`config.mk`:
```
export PLATFORM = sky130hd
export DESIGN_NAME = decode_queue_flat
export DESIGN_NICKNAME = d
export VERILOG_FILES = /design/src/rtl/decode_queue_if.sv /design/src/rtl/decode_queue.sv /design/src/flat_wrapper.sv
export SDC_FILE = /design/constraint.sdc
export NUM_CORES = 1
export LEC_CHECK = 0
export CAP_MARGIN = 20
export CORE_MARGIN = 5
export CORE_UTILIZATION = 50
export DETAILED_ROUTE_END_ITERATION = 10
export PLACE_DENSITY_LB_ADDON = 0.12
export SETUP_SLACK_MARGIN = 0.15
export SYNTH_ARGS = -nofsm -noshare
export SYNTH_HDL_FRONTEND = slang
export SYNTH_SLANG_ARGS = --single-unit
```
`constraint.sdc`:
```
create_clock -name clk -period 2.6 [get_ports clk]
set_input_delay 0.78 -clock clk [delete_from_list [all_inputs] [get_ports clk]]
set_output_delay 0.78 -clock clk [all_outputs]
set_load 0.05 [all_outputs]
```
`src/rtl/decode_queue_if.sv`:
```
`default_nettype none
// ============================================================================
// Module   : decode_queue_if
// Purpose  : Fetch-side and decode-side handshake bundle for decode_queue.
// Revision : 1.0
// ============================================================================
interface decode_queue_if;
    logic        in_valid;
    logic        in_ready;
    logic [31:0] in_inst;
    logic [31:0] in_pc;
    logic        flush;
    logic        out_valid;
    logic        out_ready;
    logic [31:0] out_inst;
    logic [31:0] out_pc;
    logic [2:0]  out_cls;
    logic        out_likely;
    logic        out_bd;
    logic        halted;

    modport master (
        output in_valid, in_inst, in_pc, flush, out_ready,
        input  in_ready, out_valid, out_inst, out_pc, out_cls, out_likely, out_bd, halted
    );

    modport slave (
        input  in_valid, in_inst, in_pc, flush, out_ready,
        output in_ready, out_valid, out_inst, out_pc, out_cls, out_likely, out_bd, halted
    );
endinterface
`default_nettype wire

```
`src/rtl/decode_queue.sv`:
```
`default_nettype none
// ============================================================================
// Module   : decode_queue
// Purpose  : MIPS instruction buffer with head classification and a halting
//            output stage that tracks branch delay slots.
// Revision : 1.0
// ============================================================================
module decode_queue #(
    parameter int DEPTH     = 4,
    parameter bit LIKELY_EN = 1'b0
) (
    input  logic          clk,
    input  logic          rst_b,
    decode_queue_if.slave bus
);
    localparam int PW = (DEPTH > 1) ? $clog2(DEPTH) : 1;
    localparam int CW = $clog2(DEPTH + 1);

    localparam logic [PW-1:0] c_ptr_one  = PW'(1);
    localparam logic [CW-1:0] c_cnt_one  = CW'(1);
    localparam logic [CW-1:0] c_cnt_full = CW'(DEPTH);

    localparam logic [2:0] c_cls_alu_r   = 3'd0;
    localparam logic [2:0] c_cls_alu_i   = 3'd1;
    localparam logic [2:0] c_cls_load    = 3'd2;
    localparam logic [2:0] c_cls_store   = 3'd3;
    localparam logic [2:0] c_cls_branch  = 3'd4;
    localparam logic [2:0] c_cls_jump    = 3'd5;
    localparam logic [2:0] c_cls_syscall = 3'd6;
    localparam logic [2:0] c_cls_illegal = 3'd7;

    typedef enum logic [0:0] {
        ST_RUN  = 1'b0,
        ST_HALT = 1'b1
    } state_t;

    logic [31:0] inst_mem [DEPTH];
    logic [31:0] pc_mem   [DEPTH];

    logic [PW-1:0] wr_ptr_q, wr_ptr_d;
    logic [PW-1:0] rd_ptr_q, rd_ptr_d;
    logic [CW-1:0] count_q, count_d;
    state_t        state_q, state_d;
    logic          out_valid_q, out_valid_d;
    logic [31:0]   out_inst_q, out_inst_d;
    logic [31:0]   out_pc_q, out_pc_d;
    logic [2:0]    out_cls_q, out_cls_d;
    logic          out_likely_q, out_likely_d;
    logic          out_bd_q, out_bd_d;
    logic          bd_trk_q, bd_trk_d;

    logic        in_ready;
    logic        push;
    logic        load;
    logic [31:0] head_inst;
    logic [31:0] head_pc;
    logic [5:0]  head_op;
    logic [4:0]  head_rt;
    logic [5:0]  head_funct;
    logic [2:0]  head_cls;
    logic        head_likely;

    // Holding reset low must also withhold in_ready, so it is gated here.
    assign in_ready = rst_b && !bus.flush && (count_q != c_cnt_full);
    assign push     = bus.in_valid && in_ready;
    assign load     = (count_q != '0) && (state_q == ST_RUN) && (!out_valid_q || bus.out_ready);

    assign head_inst  = inst_mem[rd_ptr_q];
    assign head_pc    = pc_mem[rd_ptr_q];
    assign head_op    = head_inst[31:26];
    assign head_rt    = head_inst[20:16];
    assign head_funct = head_inst[5:0];

    always_comb begin : p_classify
        head_cls    = c_cls_illegal;
        head_likely = 1'b0;
        case (head_op)
            6'h00: begin
                case (head_funct)
                    6'h0C:                      head_cls = c_cls_syscall;
                    6'h08, 6'h09:               head_cls = c_cls_jump;
                    6'h00, 6'h02, 6'h03, 6'h04,
                    6'h06, 6'h07, 6'h20, 6'h21,
                    6'h22, 6'h23, 6'h24, 6'h25,
                    6'h26, 6'h27, 6'h2A, 6'h2B: head_cls = c_cls_alu_r;
                    default:                    head_cls = c_cls_illegal;
                endcase
            end
            6'h01: begin
                case (head_rt)
                    5'h00, 5'h01, 5'h10, 5'h11: head_cls = c_cls_branch;
                    5'h02, 5'h03, 5'h12, 5'h13: begin
                        if (LIKELY_EN) begin
                            head_cls    = c_cls_branch;
                            head_likely = 1'b1;
                        end else begin
                            head_cls = c_cls_illegal;
                        end
                    end
                    default:                    head_cls = c_cls_illegal;
                endcase
            end
            6'h02, 6'h03:                       head_cls = c_cls_jump;
            6'h04, 6'h05, 6'h06, 6'h07:         head_cls = c_cls_branch;
            6'h08, 6'h09, 6'h0A, 6'h0B,
            6'h0C, 6'h0D, 6'h0E, 6'h0F:         head_cls = c_cls_alu_i;
            6'h20, 6'h21, 6'h23, 6'h24, 6'h25:  head_cls = c_cls_load;
            6'h28, 6'h29, 6'h2B:                head_cls = c_cls_store;
            default:                            head_cls = c_cls_illegal;
        endcase
    end

    always_comb begin : p_next
        wr_ptr_d     = wr_ptr_q;
        rd_ptr_d     = rd_ptr_q;
        count_d      = count_q;
        state_d      = state_q;
        out_valid_d  = out_valid_q;
        out_inst_d   = out_inst_q;
        out_pc_d     = out_pc_q;
        out_cls_d    = out_cls_q;
        out_likely_d = out_likely_q;
        out_bd_d     = out_bd_q;
        bd_trk_d     = bd_trk_q;

        if (bus.flush) begin
            wr_ptr_d    = '0;
            rd_ptr_d    = '0;
            count_d     = '0;
            state_d     = ST_RUN;
            out_valid_d = 1'b0;
            bd_trk_d    = 1'b0;
        end else begin
            if (push) begin
                wr_ptr_d = wr_ptr_q + c_ptr_one;
            end
            if (load) begin
                rd_ptr_d     = rd_ptr_q + c_ptr_one;
                out_valid_d  = 1'b1;
                out_inst_d   = head_inst;
                out_pc_d     = head_pc;
                out_cls_d    = head_cls;
                out_likely_d = head_likely;
                // The delay slot flag belongs to whatever follows a control transfer.
                out_bd_d     = bd_trk_q;
                bd_trk_d     = (head_cls == c_cls_branch) || (head_cls == c_cls_jump);
                if ((head_cls == c_cls_syscall) || (head_cls == c_cls_illegal)) begin
                    state_d = ST_HALT;
                end
            end else if (out_valid_q && bus.out_ready) begin
                out_valid_d = 1'b0;
            end
            case ({push, load})
                2'b10:   count_d = count_q + c_cnt_one;
                2'b01:   count_d = count_q - c_cnt_one;
                default: count_d = count_q;
            endcase
        end
    end

    always_ff @(posedge clk or negedge rst_b) begin : p_state
        if (!rst_b) begin
            wr_ptr_q     <= '0;
            rd_ptr_q     <= '0;
            count_q      <= '0;
            state_q      <= ST_RUN;
            out_valid_q  <= 1'b0;
            out_inst_q   <= '0;
            out_pc_q     <= '0;
            out_cls_q    <= '0;
            out_likely_q <= 1'b0;
            out_bd_q     <= 1'b0;
            bd_trk_q     <= 1'b0;
        end else begin
            wr_ptr_q     <= wr_ptr_d;
            rd_ptr_q     <= rd_ptr_d;
            count_q      <= count_d;
            state_q      <= state_d;
            out_valid_q  <= out_valid_d;
            out_inst_q   <= out_inst_d;
            out_pc_q     <= out_pc_d;
            out_cls_q    <= out_cls_d;
            out_likely_q <= out_likely_d;
            out_bd_q     <= out_bd_d;
            bd_trk_q     <= bd_trk_d;
        end
    end

    // Storage needs no reset: count gates every read.
    always_ff @(posedge clk) begin : p_mem
        if (push) begin
            inst_mem[wr_ptr_q] <= bus.in_inst;
            pc_mem[wr_ptr_q]   <= bus.in_pc;
        end
    end

    assign bus.in_ready   = in_ready;
    assign bus.out_valid  = out_valid_q;
    assign bus.out_inst   = out_inst_q;
    assign bus.out_pc     = out_pc_q;
    assign bus.out_cls    = out_cls_q;
    assign bus.out_likely = out_likely_q;
    assign bus.out_bd     = out_bd_q;
    assign bus.halted     = (state_q == ST_HALT);
endmodule
`default_nettype wire

```
`src/flat_wrapper.sv`:
```
// flat-port wrapper written by rule: the top's interface ports become plain ports
module decode_queue_flat 
#(
    parameter int DEPTH     = 4,
    parameter bit LIKELY_EN = 1'b0
)
  (clk, rst_b, bus_in_valid, bus_in_inst, bus_in_pc, bus_flush, bus_out_ready, bus_in_ready, bus_out_valid, bus_out_inst, bus_out_pc, bus_out_cls, bus_out_likely, bus_out_bd, bus_halted);
  decode_queue_if bus_i ();
  input  logic clk;
  input  logic rst_b;
  input wire logic [$bits(bus_i.in_valid)-1:0] bus_in_valid;
  input wire logic [$bits(bus_i.in_inst)-1:0] bus_in_inst;
  input wire logic [$bits(bus_i.in_pc)-1:0] bus_in_pc;
  input wire logic [$bits(bus_i.flush)-1:0] bus_flush;
  input wire logic [$bits(bus_i.out_ready)-1:0] bus_out_ready;
  output wire logic [$bits(bus_i.in_ready)-1:0] bus_in_ready;
  output wire logic [$bits(bus_i.out_valid)-1:0] bus_out_valid;
  output wire logic [$bits(bus_i.out_inst)-1:0] bus_out_inst;
  output wire logic [$bits(bus_i.out_pc)-1:0] bus_out_pc;
  output wire logic [$bits(bus_i.out_cls)-1:0] bus_out_cls;
  output wire logic [$bits(bus_i.out_likely)-1:0] bus_out_likely;
  output wire logic [$bits(bus_i.out_bd)-1:0] bus_out_bd;
  output wire logic [$bits(bus_i.halted)-1:0] bus_halted;
  assign bus_i.in_valid = bus_in_valid;
  assign bus_i.in_inst = bus_in_inst;
  assign bus_i.in_pc = bus_in_pc;
  assign bus_i.flush = bus_flush;
  assign bus_i.out_ready = bus_out_ready;
  assign bus_in_ready = bus_i.in_ready;
  assign bus_out_valid = bus_i.out_valid;
  assign bus_out_inst = bus_i.out_inst;
  assign bus_out_pc = bus_i.out_pc;
  assign bus_out_cls = bus_i.out_cls;
  assign bus_out_likely = bus_i.out_likely;
  assign bus_out_bd = bus_i.out_bd;
  assign bus_halted = bus_i.halted;
  decode_queue #(.DEPTH(DEPTH), .LIKELY_EN(LIKELY_EN)) u_core (.clk(clk), .rst_b(rst_b), .bus(bus_i));
endmodule
```
# [After elaboration in Yosys (flattened, before gate mapping)]
# Memory sizes are Yosys's and may differ from the RTL's. A register that Yosys moved wholly into a read port is not among the register bits.
# Index checks and enable logic that the tools add are counted.
[word_totals] ff_bits=46 latch_bits=0 ramBits=256 romBits=192 wordCells=97 n_memories=3
[mem_list] memory="(name not given)" words=64 word_bits=3 read_ports=1 rd_ports_with_merged_regs=0 wr=0 line="decode_queue.sv:79" rtl="case (head_funct)"
[mem_list] memory="u_core.inst_mem" words=4 word_bits=32 read_ports=1 rd_ports_with_merged_regs=0 wr=1 line="decode_queue.sv:37" rtl="logic [31:0] inst_mem [DEPTH];"
[mem_list] memory="u_core.pc_mem" words=4 word_bits=32 read_ports=1 rd_ports_with_merged_regs=1 wr=1 line="decode_queue.sv:38" rtl="logic [31:0] pc_mem [DEPTH];"
[op_classes] addsub=4 mul=0 n_div=0 n_lt_le_gt_ge=0 eq_ne=33 shift=0 mux=18 bitwise=2 n_reduce_logical=28
[ops] operator="6-bit by 4-bit equality test with 1-bit output (second input constant)" n=8
[ops] operator="6-bit equality test (second input constant)" n=8
[ops] operator="6-bit by 3-bit equality test with 1-bit output (second input constant)" n=4
[ops] operator="3-bit case mux with 7 select lines" n=1
[ops] operator="3-bit equality test (second input constant)" n=4
[ops] operator="6-bit by 2-bit equality test with 1-bit output (second input constant)" n=2
[ops] operator="5-bit equality test (second input constant)" n=2
[ops] operator="1-bit 2-to-1 mux" n=10
[ops] operator="2-bit 2-to-1 mux" n=5
[ops] operator="3-bit nonzero test" n=3
[ops] operator="4-bit OR reduction" n=2
[ops] operator="8-bit OR reduction" n=1
[ops] operator="6-bit by 1-bit equality test with 1-bit output (second input constant)" n=1
[ops] operator="1-bit logical AND" n=6
[ops] operator="6-bit zero test" n=1
[ops] operator="3-bit case mux with 2 select lines" n=1
[ops] operator="2-bit nonzero test" n=3
[ops] operator="5-bit by 1-bit equality test with 1-bit output (second input constant)" n=1
[ops] operator="5-bit zero test" n=1
[ops] operator="5-bit OR reduction" n=1
[ops] operator="2-bit by 1-bit adder with 2-bit output (second input constant)" n=2
[ops] operator="2-bit AND reduction" n=2
[ops] operator="3-bit by 1-bit adder with 3-bit output (second input constant)" n=1
[ops] operator="1-bit zero test" n=3
[ops] operator="other kinds (9)" n=12

# [Depth between registers and ports, before layout]
# Gate-level depths: netlist of the first run.
# An unclocked memory read counts as a cell.
[logic_depth] word_depth=10 depth_mapped=9 depth_no_buf=7

# [Least setup slack after synthesis of the first run]
# Ideal clock, no wire load.
[synth_timing] path_type="input-to-reg" from="in bus_flush" to="mem u_core.inst_mem[0][0], enable pin" arrival_ns=3.507 slack_ns=-1.336 path_stages=3 cell_sequence="nand2b_1 -> a21oi_1 -> and3_1"
[synth_between] elab_chain_len=6
[synth_rtl] element="from (decl)" line="flat_wrapper.sv:14" rtl="input wire logic [$bits(bus_i.flush)-1:0] bus_flush;"
[synth_rtl] element="1-bit zero test" line="decode_queue.sv:64" rtl="assign in_ready = rst_b && !bus.flush && (count_q != c_cnt_full);"
[synth_rtl] element="1-bit logical AND (2 in series)" line="decode_queue.sv:64"
[synth_rtl] element="net bus_in_ready" line="flat_wrapper.sv:16" rtl="output wire logic [$bits(bus_i.in_ready)-1:0] bus_in_ready;"
[synth_rtl] element="1-bit logical AND" line="decode_queue.sv:65" rtl="assign push = bus.in_valid && in_ready;"
[synth_rtl] element="1-bit 2-to-1 mux" line="decode_queue.sv:191" rtl="if (push) begin"
[synth_rtl] element="1-bit 2-to-1 mux (implied by the code)" line="decode_queue.sv:192" rtl="inst_mem[wr_ptr_q] <= bus.in_inst;"
[synth_rtl] element="to (decl)" line="decode_queue.sv:37"
# The timed path passes the listed nets, and every way through them passes these cells.

# [Worst setup path in the final report of the first run]
[layout_timing] from="reg u_core.rd_ptr_q[0]" to="reg u_core.out_cls_q[0], in the netlist u_core.bus.out_cls[0]"
[layout_between] elab_chain_len=5
[layout_rtl] element="from (decl)" line="decode_queue.sv:41" rtl="logic [PW-1:0] rd_ptr_q, rd_ptr_d;"
[layout_rtl] element="from (signal assigned)" line="decode_queue.sv:176" rtl="rd_ptr_q <= rd_ptr_d;"
[layout_rtl] element="memory 4 x 32 bit *"
[layout_rtl] element="parallel branches: the longest is 3 deep, another holds memory 64 x 3 bit"
[layout_rtl] element="3-bit case mux with 7 select lines *" line="decode_queue.sv:77" rtl="case (head_op)"
[layout_rtl] element="to (signal assigned)" line="decode_queue.sv:182" rtl="out_cls_q <= out_cls_d;"
[layout_rtl] element="to (decl)" line="decode_queue.sv:47" rtl="logic [2:0] out_cls_q, out_cls_d;"
# Every way passes the cells marked *.
# A chain may end at the register's enable or synchronous reset.

==> impl_metrics.toml, run 1 <==
[clocking]
cts.htree.levels = 2
clockBufferDepth = 3
cts-root-buf = "clkbuf_16"
cts_tree = "built"
clkTransAtPathRegs_ns = 0.06
cts.sinks = 334
insertion_delay_ns = 0.51
hold_buffers = 0
cts_buffers = 35

[final_layout]
final_nets = 982
seqCellArea_sq_mm = 0.00965
drive_gt1_share_pct = 19.3
multi_input_area_sq_mm = 0.00286
area.growth.synth_to_final_pct = 25.6
fillerInstances = 1836
final_util_pct = 63.4

[detailed_routing]
vias_per_cell = 5.35
drc = 0
ant_nets = 0
dr.first_iter.drc_count = 398
drt-pass1-iter-count = 5
wl_per_cell_um = 20.3
wirelength_mm = 25.7
via_count = 6762

[floorplanning]
start_util_pct = 50.5
die_h_um = 169
die-area_sq_mm = 0.0285
row_count = 58
ios = 141
die_w_um = 169
coreArea_sq_mm = 0.0250

[sta]
max_slew_margin_pct = 56.0
fmax_mhz = 423
worst_pin_slew_ns = 0.661
rsz0062_at_grt = "no"
final_hold_viol_count = 0
drv_slew = 0
hold_ws_ns = 0.353
fin_crit_ns = 2.37
fin_skew_ns = 0.0156
setup_viol = 0
fin_crit_sh_pct = 91.0

[critical_path]
critPathArrivalTime_ns = 2.77
end_kind = "flip-flop"
path_class = "reg -> reg"
start_kind = "flip-flop"
critPathRequiredTime_ns = 3.01
reg2reg_slack_ns = 0.23
critPathMaxFanout = 16

[global_routing]
grt_pass1_wl_mm = 40.6
track_usage_pct = 18.3
overflow = 0
antenna_found_initial = 2
grt_pass1_vias = 7216
grt_max_degree = 50

[logic_synthesis]
ys_async_sr_fraction_pct = 23.4
syn_avg_cell_area_sq_um = 17.6
synthFlopType = "edfxtp_1"
synth_edf_count = 256
synth_fp_nets = 792
yosysWarnings = 0
synth_area_sq_mm = 0.0126
ys_seq_elements = 334
syn_inst = 718
netlist-cell-type-count = 52
ys_seq_area_share_pct = 76.3

[power]
cellPowerDensity_mw_per_mm2 = 1090
power_leakage_nw = 6.04
ir_worst_vdd_mv = 0.677
total_power_mw = 17.3

[placed_design]
place_congestion = 0.803
post-dp-hpwl_mm = 16.4
portBuffers = 139

[min_path]
min_path_type = "in -> async"

[status]
status = "complete, no violations"

[job]
max_cap_violations = 0
cell usage in the layout, fill, tap and decap left out, types with 9 or more instances in the layout:
| master | n |
|---|---|
| dlygate4sd2_1 | 63 |
| o21ai_0 | 11 |
| clkdlybuf4s50_1 | 66 |
| nand2_1 | 191 |
| clkbuf_16 | 35 |
| dfrtp_1 | 76 |
| buf_12 | 11 |
| buf_4 | 37 |
| nor2_1 | 15 |
| inv_1 | 9 |
| mux4_2 | 61 |
| edfxtp_1 | 256 |
layer usage:
metal	up-vias	GRT usage, %	part of all wire [%]
met5	-	0	0.043
met4	2	4.62	2.0
met3	40	3.50	5.5
met2	180	30.4	51
met1	3461	25.5	42
li1	3079	-	-
through the flow:
step / area [sq um] / setup TNS, ns / setup WS [ns] / std cells
2_1_floorplan: 12700 / 0 / 0.186 / 718
3_3_place_gp: 14700 / -0.203 / -0.120 / 1192
3_5_place_dp: 14700 / -0.560 / -0.141 / 1192
4_1_cts: 15800 / 0 / 0.0263 / 1256
5_1_grt: 15900 / 0 / 0.175 / 1265
6_report: 15900 / 0 / 0.234 / 1265
path summary, 6_finish.rpt:
check | from | end | cells past startpoint
worst max register to register | u_core.rd_ptr_q[0] | u_core.bus.out_cls[0] | 6
worst min register to register | u_core.bus.out_pc[8] | u_core.bus.out_pc[8] | 2
worst min-delay path | rst_b | u_core.bus.out_cls[2] | 2
worst max-delay path | u_core.rd_ptr_q[0] | u_core.bus.out_cls[0] | 6
max in group asynchronous | rst_b | u_core.rd_ptr_q[0] | 3
min in group clk | u_core.bus.out_pc[8] | u_core.bus.out_pc[8] | 2
Yosys cell counts (all sizes together), types with 2 or more instances:
cell type	n	area share, %
mux4	64	11
ha	4	0.40
mux2i	4	0.32
xor2	2	0.14
a21o	3	0.18
a21oi	5	0.20
and3	4	0.20
edfxtp	256	61
nor2	15	0.45
a41oi	2	0.14
or2	2	0.099
nand2b	4	0.20
o21ai	12	0.51
nor3	3	0.21
dfrtp	78	15
and2	2	0.099
clkbuf	20	0.59
or3	2	0.099
buf	12	0.65
inv	9	0.27
a221o	2	0.16
nand2	191	5.7
cell type report:
cell class | count | area share, %
Multi-Input combinational cell | 343 | 18.0
Inverter | 9 | 0.213
Clock inverter | 17 | 0.915
Timing Repair Buffer | 185 | 11.4
Tap cell | 330 | 2.60
Antenna cell | 1 | 0.0158
Sequential cell | 334 | 60.8
Clock buffer | 46 | 6.03
registers in the layout, indices dropped and copies added (netlist names):
signal / count
u_core.bus.out_inst: 32
u_core.bus.out_pc: 32
u_core.pc_mem: 128
u_core.wr_ptr_q: 2
u_core.count_q: 3
u_core.inst_mem: 128
u_core.bd_trk_q: 1
u_core.bus.out_cls: 3
u_core.bus.out_valid: 1
u_core.bus.out_bd: 1
u_core.bus.halted: 1
u_core.rd_ptr_q: 2
critical path, stage by stage, from the launching register on:
cell     delay [ns]
dfrtp_4        0.58
buf_4          0.16
mux4_2         0.50
buf_4          0.19
or3_1          0.38
a21o_1         0.19
a41oi_1        0.26
power breakdown:
part	switching [mW]	leakage [nW]	internal (mW)
combinational	3.73	2.21	2.02
sequential	0.428	3.29	6.42
clock	1.95	0.546	2.80
kinds of logic after synthesis:
kind of cell | Yosys count | synth area share, %
buffers and inverters | 41 | 1.52
DFF | 334 | 76.3
and+or+nand+nor | 228 | 7.29
xor gates and xnor gates | 3 | 0.208
adders and majority gates | 5 | 0.555
AOI/OAI and AO/OA | 37 | 2.20
muxes | 69 | 11.9
other | 1 | 0.0297
what timing repair did:
action,in CTS,in global routing
endpoints found under the setup margin,64,13
resized for setup,63,9
setup buffers,1,8
endpoints found under the hold margin,0,0
Note: power is estimated with default switching activity, not from simulation.
==> run 2, diff against run 1 <==
- SKIP_CTS_REPAIR_TIMING: unset -> 1
==> run 2 against run 1 <==
  * Sequential power barely moved
  * Via count shrank 0.22%
  * Global-route usage about the same
  * Maximum frequency increased by 0.82%
  * Clock power barely moved
  * Final area increased by 1.4%
  * Hold slack hardly changed
  * Clock skew up 0.00076 ns
  * Critical path type unchanged
  * Critical endpoint unchanged
==> impl_metrics.toml, run 2 (synthesis gave the netlist of run 1 again) <==
[global_routing]
grt_max_degree = 50
track_usage_pct = 18.3
grt_pass1_wl_mm = 40.6
overflow = 0
grt_pass1_vias = 7209
antenna_found_initial = 2

[min_path]
min_path_type = "in -> async"

[sta]
final_hold_viol_count = 0
rsz0062_at_grt = "no"
worst_pin_slew_ns = 0.663
max_slew_margin_pct = 55.8
setup_viol = 0
fin_crit_ns = 2.35
drv_slew = 0
fin_skew_ns = 0.0163
fin_crit_sh_pct = 90.3
fmax_mhz = 426
hold_ws_ns = 0.353

[power]
ir_worst_vdd_mv = 0.819
power_leakage_nw = 6.65
total_power_mw = 17.6
cellPowerDensity_mw_per_mm2 = 1100
power_frac_seq_pct = 38.9
clockPowerShare_pct = 27.0
p_int_mw = 11.5
switching_share_pct = 34.7
comb_power_share_pct = 34.1
net-switching-power_mw = 6.12

[final_layout]
final_util_pct = 64.3
drive_gt1_share_pct = 19.2
final_nets = 981
area.growth.synth_to_final_pct = 27.4
reg.largest.list = "u_core.inst_mem x128, u_core.pc_mem x128"
fin_cells = 1264
finalInstanceArea_sq_mm = 0.0161
final_common_cell = "edfxtp_1"
mostFrequentLayoutCells = "edfxtp_1, nand2_1, dfrtp_1"

[job]
max_cap_violations = 0

[critical_path]
path_class = "reg -> reg"
crit_chain = "mux4_2 > a21boi_1 > o211ai_1 > o21ai_0 > a221o_1 > a41oi_1"
cp_slowest_cell = "mux4_2"
critPathRequiredTime_ns = 3.01
end_kind = "flip-flop"
cpPeakStageDelay_ns = 0.63
start_kind = "flip-flop"
critPathArrivalTime_ns = 2.76
critPathMaxFanout = 16

[clocking]
cts.htree.levels = 2
insertion_delay_ns = 0.51
cts.sinks = 334
cts_tree = "built"
cts_buffers = 35
cts-root-buf = "clkbuf_16"
clkTransAtPathRegs_ns = 0.06
clockBufferDepth = 3

[detailed_routing]
drt-pass1-iter-count = 5
ant_nets = 0
drc = 0
via_count = 6747
wl_per_cell_um = 20.4
vias_per_cell = 5.34
wirelength_mm = 25.8
dr.first_iter.drc_count = 357

[floorplanning]
row_count = 58
ios = 141
die_h_um = 169
start_util_pct = 50.5
coreArea_sq_mm = 0.0250
die-area_sq_mm = 0.0285
die_w_um = 169

[placed_design]
portBuffers = 139
dp.cells = 1192
place_congestion = 0.803
post-dp-hpwl_mm = 16.4
placed_cell_area_sq_mm = 0.0147

[status]
status = "complete, no violations"
run 2: worst max-delay path, delay by kind of cell (launching register included):
family          cells  cell delay [ns]
compound gates      5             1.04
flops               1             0.57
mux                 1             0.63
run 2: through the flow:
step | setup TNS [ns] | setup slack [ns]
2_1_floorplan | 0 | 0.186
3_5_place_dp | -0.560 | -0.141
3_3_place_gp | -0.203 | -0.120
4_1_cts | -0.00763 | -0.00763
6_report | 0 | 0.253
5_1_grt | 0 | 0.174
run 2: cell type report:
cell class	instances	area, sq um
fill	1788	8940
timing repair buffer	184	2040
sequential	334	9650
clock inverter	17	145
multi-input combinational	343	2860
antenna	1	2.50
clock buffer	46	957
tap	330	413
inverter	9	33.8
run 2: power by group through the flow:
stage          combinational (mW)  clock (mW)  sequential, mW
2_1_floorplan                2.37           0            8.57
3_3_place_gp                 5.94           0            6.95
3_5_place_dp                 6.03           0            6.99
4_1_cts                      6.05        4.86            6.90
5_1_grt                      6.44        5.10            6.94
6_report                     6.01        4.76            6.85
run 2: layer usage:
metal,routed length [um],vias up,global-route usage [%]
met2,13100,187,30.3
met4,467,2,4.62
met3,1430,38,3.50
met5,11,-,0
met1,10800,3442,25.5
li1,-,3078,-
run 2: worst paths after layout:
check	cells after the start	from	to	slack (ns)
worst max-delay path	6	u_core.rd_ptr_q[0]	u_core.bus.out_cls[0]	0.25
worst min-delay path	2	rst_b	u_core.bus.out_cls[2]	0.35
min in group clk	2	u_core.bus.out_pc[30]	u_core.bus.out_pc[30]	0.46
worst max register to register	6	u_core.rd_ptr_q[0]	u_core.bus.out_cls[0]	0.25
worst min register to register	2	u_core.bus.out_pc[30]	u_core.bus.out_pc[30]	0.46
max in group asynchronous	3	rst_b	u_core.rd_ptr_q[0]	1.16
==> run 3, diff against run 2 <==
- PLACE_DENSITY: unset -> 0.78
- PLACE_DENSITY_LB_ADDON: 0.12 -> unset
==> run 3 against run 2 <==
  * Critical path depth is 1 lower
  * First-iteration DRC count up 62%
  * Clock-buffer cell count increased by 1
  * Die area stayed put
  * Final area is 0.79% higher
  * Setup slack got worse by 0.24 ns
  * Sequential share of layout area down 0.47 points
  * Sequential power shrank 0.6%
  * Core utilization increased by 0.51 points
  * Critical endpoint is now bus_in_ready
==> impl_metrics.toml, run 3 (synthesis gave the netlist of run 1 again) <==
[status]
status = "complete, no violations"

[global_routing]
grt_max_degree = 50
antenna_found_initial = 1
grt_pass1_vias = 7207
grt_pass1_wl_mm = 41.1
overflow = 0
track_usage_pct = 18.5

[placed_design]
place_congestion = 0.754
dp.cells = 1192
portBuffers = 139
post-dp-hpwl_mm = 16.7

[sta]
final_hold_viol_count = 0
worst_pin_slew_ns = 0.679
fmax_mhz = 387
fin_skew_ns = 0.0103
rsz0062_at_grt = "yes"
drv_slew = 0
max_slew_margin_pct = 54.8
setup_viol = 0
fin_crit_sh_pct = 99.4
fin_crit_ns = 2.58

[final_layout]
fin_cells = 1262
final_nets = 980
fillerInstances = 1690
seqCellArea_sq_mm = 0.00965
reg.largest.list = "u_core.inst_mem x128, u_core.pc_mem x128"
final_util_pct = 64.8
n_antenna_cell = 0
drive_gt1_share_pct = 19.4
mostFrequentLayoutCells = "edfxtp_1, nand2_1, dfrtp_1"
area.growth.synth_to_final_pct = 28.4
final_common_cell = "edfxtp_1"
multi_input_area_sq_mm = 0.00285

[clocking]
clockBufferDepth = 3
clkTransAtPathRegs_ns = 0.06
cts_tree = "built"
cts.sinks = 334
insertion_delay_ns = 0.50
cts-root-buf = "clkbuf_16"
cts.htree.levels = 2
cts_buffers = 35

[power]
net-switching-power_mw = 6.11
comb_power_share_pct = 33.5
p_int_mw = 11.9
switching_share_pct = 33.9
clockPowerShare_pct = 28.8
ir_worst_vdd_mv = 0.960
cellPowerDensity_mw_per_mm2 = 1110
power_leakage_nw = 6.69
power_frac_seq_pct = 37.8

[detailed_routing]
ant_nets = 0
drc = 0
via_count = 6824
vias_per_cell = 5.41
drt-pass1-iter-count = 5
wirelength_mm = 26.1
wl_per_cell_um = 20.6
dr.first_iter.drc_count = 577

[critical_path]
end_kind = "output pin"
path_class = "in -> out"
critPathArrivalTime_ns = 1.80
critPathRequiredTime_ns = 1.82
critPathMaxFanout = 2
start_kind = "input port"

[floorplanning]
ios = 141
coreArea_sq_mm = 0.0250
die_w_um = 169
die-area_sq_mm = 0.0285
start_util_pct = 50.5
row_count = 58
die_h_um = 169

[job]
max_cap_violations = 0

[min_path]
min_path_type = "in -> async"
==> run 3: worst paths after layout <==
kind	from	to	slack [ns]	cells past startpoint
setup / recovery	bus_flush	bus_in_ready	0.02	5
hold reg to reg	u_core.bus.out_pc[10]	u_core.bus.out_pc[10]	0.47	2
max in group asynchronous	rst_b	u_core.rd_ptr_q[1]	1.17	3
hold / removal	rst_b	u_core.bus.out_inst[3]	0.36	2
setup reg to reg	u_core.rd_ptr_q[0]	u_core.bus.out_cls[0]	0.32	7
min in group clk	u_core.bus.out_pc[10]	u_core.bus.out_pc[10]	0.47	2
==> run 3: worst max-delay path, cell delays in order <==
cell and delay (ns):
clkdlybuf4s50_1 0.43, nand2b_4 0.15, buf_4 0.14, a21oi_4 0.15, buf_12 0.16
==> run 3: area by class of cell <==
class                           count  share of cell area, %
Inverter                            9                  0.208
Timing Repair Buffer              183                   12.7
Tap cell                          330                   2.55
Sequential cell                   334                   59.5
Multi-Input combinational cell    343                   17.6
Clock inverter                     16                   1.34
Clock buffer                       47                   6.19
==> run 3: layer usage <==
metal / GRT usage, % / up-vias / part of all wire [%]
met1: 26.2 / 3507 / 43
met5: 0 / - / 0.050
li1: - / 3071 / -
met2: 30.0 / 212 / 50
met3: 4.16 / 32 / 5.9
met4: 4.23 / 2 / 1.4
==> run 3: power groups by stage <==
stage | clock, mW | combinational, mW | sequential (mW)
global route | 5.54 | 6.47 | 6.90
CTS | 5.29 | 6.07 | 6.85
global placement | 0 | 5.93 | 6.94
detailed placement | 0 | 6.03 | 6.95
finish | 5.19 | 6.03 | 6.81
floorplan | 0 | 2.37 | 8.57
==> run 3: metrics by stage <==
| step | setup TNS (ns) | hold WS (ns) | total power, mW | area, sq um | setup WS [ns] |
|---|---|---|---|---|---|
| 6_report | 0 | 0.358 | 18.0 | 16200 | 0.0152 |
| 5_1_grt | -0.0113 | 0.381 | 18.9 | 16200 | -0.0113 |
| 4_1_cts | -0.0356 | 0.345 | 18.2 | 16000 | -0.0356 |
| 3_5_place_dp | -0.211 | 0.461 | 13.0 | 14800 | -0.158 |
| 3_3_place_gp | -0.137 | 0.458 | 12.9 | 14800 | -0.123 |
| 2_1_floorplan | 0 | 0.484 | 10.9 | 12700 | 0.186 |
==> variant 1 (config.mk and constraints of run 3) <==
`DEPTH` is set to 4 in 2 places; all go to 8.
--- a/src/rtl/decode_queue.sv
+++ b/src/rtl/decode_queue.sv
@@ -6,7 +6,7 @@
 // Revision : 1.0
 // ============================================================================
 module decode_queue #(
-    parameter int DEPTH     = 4,
+    parameter int DEPTH     = 8,
     parameter bit LIKELY_EN = 1'b0
 ) (
     input  logic          clk,
--- a/src/flat_wrapper.sv
+++ b/src/flat_wrapper.sv
@@ -1,7 +1,7 @@
 // flat-port wrapper written by rule: the top's interface ports become plain ports
 module decode_queue_flat 
 #(
-    parameter int DEPTH     = 4,
+    parameter int DEPTH     = 8,
     parameter bit LIKELY_EN = 1'b0
 )
   (clk, rst_b, bus_in_valid, bus_in_inst, bus_in_pc, bus_flush, bus_out_ready, bus_in_ready, bus_out_valid, bus_out_inst, bus_out_pc, bus_out_cls, bus_out_likely, bus_out_bd, bus_halted);
Behaviour: no difference found for any inputs over 4 cycles, from zero or initial values and one cycle with rst_b low; that may be too few to reach the edited logic, so the function may still have changed.
==> variant 1 against run 3 <==
Routed wire length is 91% higher; sequential cell count is 259 higher; cell area is 71% higher; count of clock-buffer cells in the layout is 18 higher; total power is 54% higher; critical path depth stayed put; area after synthesis is 78% higher; worst setup slack better by 0.074 ns; largest cell class unchanged; highest routed layer is now met4.
==> variant 1: results (changes against run 3) <==
metric,value,unit,change
status,"complete, no violations",,unchanged
wl_met2,25.1,mm,was 13.1 mm
synthDistinctLibCells,46,,was 52
grt_max_degree,70,,was 50
nonClkBufAreaFrac,0.0989,,was 0.127
met1_length,20.2,mm,was 11.1 mm
drtIter0Drc,1069,,was 577
grt_pass1_vias,11900,,was 7207
vias_per_cell,5.78,,was 5.41
worst_clock_skew,0.0123,ns,was 0.0103 ns
dp_cells,1831,,was 1192
grt_pass1_wl,74.2,mm,was 41.1 mm
hpwl,28.3,mm,was 16.7 mm
globalplace.congestion,0.775,,was 0.754
layout.nets,1395,,was 980
p_leak,9.49,nW,was 6.69 nW
signal_buffers,241,,was 183
grt_use_total,0.196,,was 0.185
synth_seq_area_share,0.775,,was 0.763
top_layer,met4,,was met5
synth_mux_area_frac,0.162,,was 0.119
worst-path-max-fanout,4,,was 2
p_sw,0.00863,W,was 0.00611 W
crit_slowest_cell,dfrtp_2,,was clkdlybuf4s50_1
synth_area_per_cell,20.9,µm²,was 17.6 µm²
wl,49.7,mm,was 26.1 mm
ir_drop,0.000860,V,was 0.000960 V
synth-async-reset-ratio,0.137,,was 0.234
dr_wl_met3,3.41,mm,was 1.53 mm
power_frac_clock,0.298,,was 0.288
synth_common_cells,"edfxtp_1 (512), mux4_2 (128), nor2_1 (83)",,"was edfxtp_1 (256), nand2_1 (191), dfrtp_1 (78)"
place_ws,-0.320,ns,was -0.158 ns
synth_fa_ha_area_frac,0.00312,,was 0.00555
powerDensity,1000,nW/µm²,was 1110 nW/µm²
top_regs,"u_core.inst_mem (256), u_core.pc_mem (256)",,"was u_core.inst_mem (128), u_core.pc_mem (128)"
clock-sinks,593,,was 334
maxSlewHeadroom,0.480,,was 0.548
numCtsBuffers,57,,was 35
grt_util_met1,0.278,,was 0.262
netlist_top_cells_area,"edfxtp_1 (68%), mux4_2 (13%), dfrtp_1 (9.0%)",,"was edfxtp_1 (61%), dfrtp_1 (15%), mux4_2 (11%)"
n_fill_cell,2946,,was 1690
syn_inst,1074,,was 718
p_seq,0.0114,W,was 0.00681 W
use_met2,0.323,,was 0.300
placedInstanceArea,25400,µm²,was 14800 µm²
antenna-diode-count,2,,was 0
yosys.area_share.xor_xnor,0.00273,,was 0.00208
regArea,17400,µm²,was 9650 µm²
drive_gt1_frac,0.259,,was 0.194
multi_input_gates,422,,was 343
wire_per_inst,25.3,µm,was 20.6 µm
==> variant 1: cell count changes after synthesis, moves of 7 or more <==
cell | before | now
a21oi_1 | 5 | 70
edfxtp_1 | 256 | 512
buf_2 | 8 | 16
mux4_2 | 61 | 128
o21ai_0 | 11 | 4
buf_1 | 1 | 9
nor2_1 | 15 | 83
nand2_1 | 191 | 15
mux2i_1 | 4 | 62
==> variant 1: final timing paths <==
kind                                       start                      to  slack (ns)  cells past startpoint
setup / recovery               u_core.count_q[2]            bus_in_ready        0.09                      5
hold / removal                             rst_b  u_core.bus.out_inst[3]        0.30                      2
setup reg to reg              u_core.rd_ptr_q[0]   u_core.bus.out_cls[1]        0.12                      7
hold reg to reg            u_core.bus.out_cls[2]   u_core.bus.out_cls[2]        0.49                      2
max in group asynchronous                  rst_b      u_core.rd_ptr_q[2]        1.10                      3
min in group clk           u_core.bus.out_cls[2]   u_core.bus.out_cls[2]        0.49                      2
==> variant 2 (settings of run 3) <==
Made on the original files. Make the reset (`rst_b`) synchronous in one clocked block.
--- a/src/rtl/decode_queue.sv
+++ b/src/rtl/decode_queue.sv
@@ -158,7 +158,7 @@
         end
     end
 
-    always_ff @(posedge clk or negedge rst_b) begin : p_state
+    always_ff @(posedge clk) begin : p_state
         if (!rst_b) begin
             wr_ptr_q     <= '0;
             rd_ptr_q     <= '0;
Check against the original RTL: differs if rst_b is asserted again (counterexample within 4 cycles, from zero or initial values and one cycle with rst_b low); with rst_b held inactive, the same outputs for 4 cycles.
==> variant 2 against run 3 <==
Worst setup slack better by 0.18 ns; area after synthesis down 2.3%; sequential cell count is 2 higher; die area down 2.1%; cell area down 2.8%; routed wire length down 1.6%; count of clock-buffer cells in the layout up 3; highest routed layer is now met4.
Power is not compared: it rests on default switching activity, and its combinational part moved more than twofold at a synthesized area within 25%.
==> variant 2: results (changes against run 3) <==
metric,value,unit,change
n_fill_cell,1619,,was 1690
hpwl,15.7,mm,was 16.7 mm
tightest_slew,0.598,ns,was 0.679 ns
grt_pass1_wl,40.2,mm,was 41.1 mm
fin_crit,2.40,ns,was 2.58 ns
numCtsBuffers,34,,was 35
wl,25.6,mm,was 26.1 mm
synth_seq_area_share,0.752,,was 0.763
r2r_setup_slack,0.25,ns,was 0.32 ns
drive_gt1_frac,0.180,,was 0.194
worst_clock_skew,0.0199,ns,was 0.0103 ns
crit_start,u_core.bus.out_inst[29],,was bus_flush
grt_pass1_vias,7158,,was 7207
cpPeakStageDelay,0.82,ns,was 0.43 ns
synth-async-reset-ratio,0,,was 0.234
hp-class,flip-flop to flip-flop,,was input pin to async pin
antenna_found_initial,0,,was 1
drtIter0Drc,503,,was 577
netlist_top_cells_area,"edfxtp_1 (62%), dfxtp_1 (13%), mux4_2 (11%)",,"was edfxtp_1 (61%), dfrtp_1 (15%), mux4_2 (11%)"
globalplace.congestion,0.781,,was 0.754
grt_max_degree,45,,was 50
status,"complete, no violations",,unchanged
vias,6830,,was 6824
synth_common_cells,"edfxtp_1 (256), nand2_1 (136), dfxtp_1 (80)",,"was edfxtp_1 (256), nand2_1 (191), dfrtp_1 (78)"
syn_nets,802,,was 792
synthDistinctLibCells,45,,was 52
grt_use_total,0.183,,was 0.185
==> variant 2: cell count changes after synthesis, sizes merged, moves of 7 or more <==
cell	run 3	this run
a21oi	5	71
dfrtp	78	0
dfxtp	0	80
o21ai	12	5
nand2	191	136
==> variant 2: logic make-up after synthesis <==
group,Yosys count,synth area share
buffers and inverters,47,0.0177
adders and majority gates,6,0.00669
DFF,336,0.752
xor gates and xnor gates,5,0.00355
AOI/OAI and AO/OA,92,0.0424
muxes,64,0.119
other,1,0.000304
and+or+nand+nor,176,0.0586
==> variant 2: metal layers <==
metal,track usage,up-vias,share of wire
li1,-,3124,-
met5,0,-,0
met1,0.252,3410,0.42
met4,0.0462,0,0.016
met3,0.0318,37,0.056
met2,0.309,259,0.51
==> variant 2: worst register-to-register path, stage by stage, from the launching register on <==
cell and delay (ns):
dfxtp_2 0.34, buf_12 0.16, mux4_1 0.69, nor2b_1 0.24
o22ai_1 0.11, a2111o_1 0.46, a311oi_2 0.26
==> variant 2: where the power goes <==
group,leakage [nW],switching (W),internal (W)
combinational,2.66,0.000317,0.000256
clock,0.518,0.00192,0.00269
sequential,2.96,0.0000251,0.00583
==> variant 2: final timing paths <==
path	end	depth (start not counted)
hold / removal	u_core.bus.out_inst[27]	2
setup reg to reg	u_core.bus.out_cls[1]	6
hold reg to reg	u_core.bus.out_inst[27]	2
setup / recovery	bus_out_inst[29]	1
==> variant 2: area by class of cell <==
class,count,area share
Clock inverter,12,0.00714
Inverter,9,0.00214
Timing Repair Buffer,180,0.130
Multi-Input combinational cell,344,0.185
Tap cell,324,0.0257
Clock buffer,50,0.0610
Sequential cell,336,0.589
==> variant 2: through the flow <==
step                instances  cell area, µm²
floorplan                 727           12400
global placement         1188           14500
detailed placement       1188           14500
CTS                      1250           15600
global route             1255           15800
finish                   1255           15800
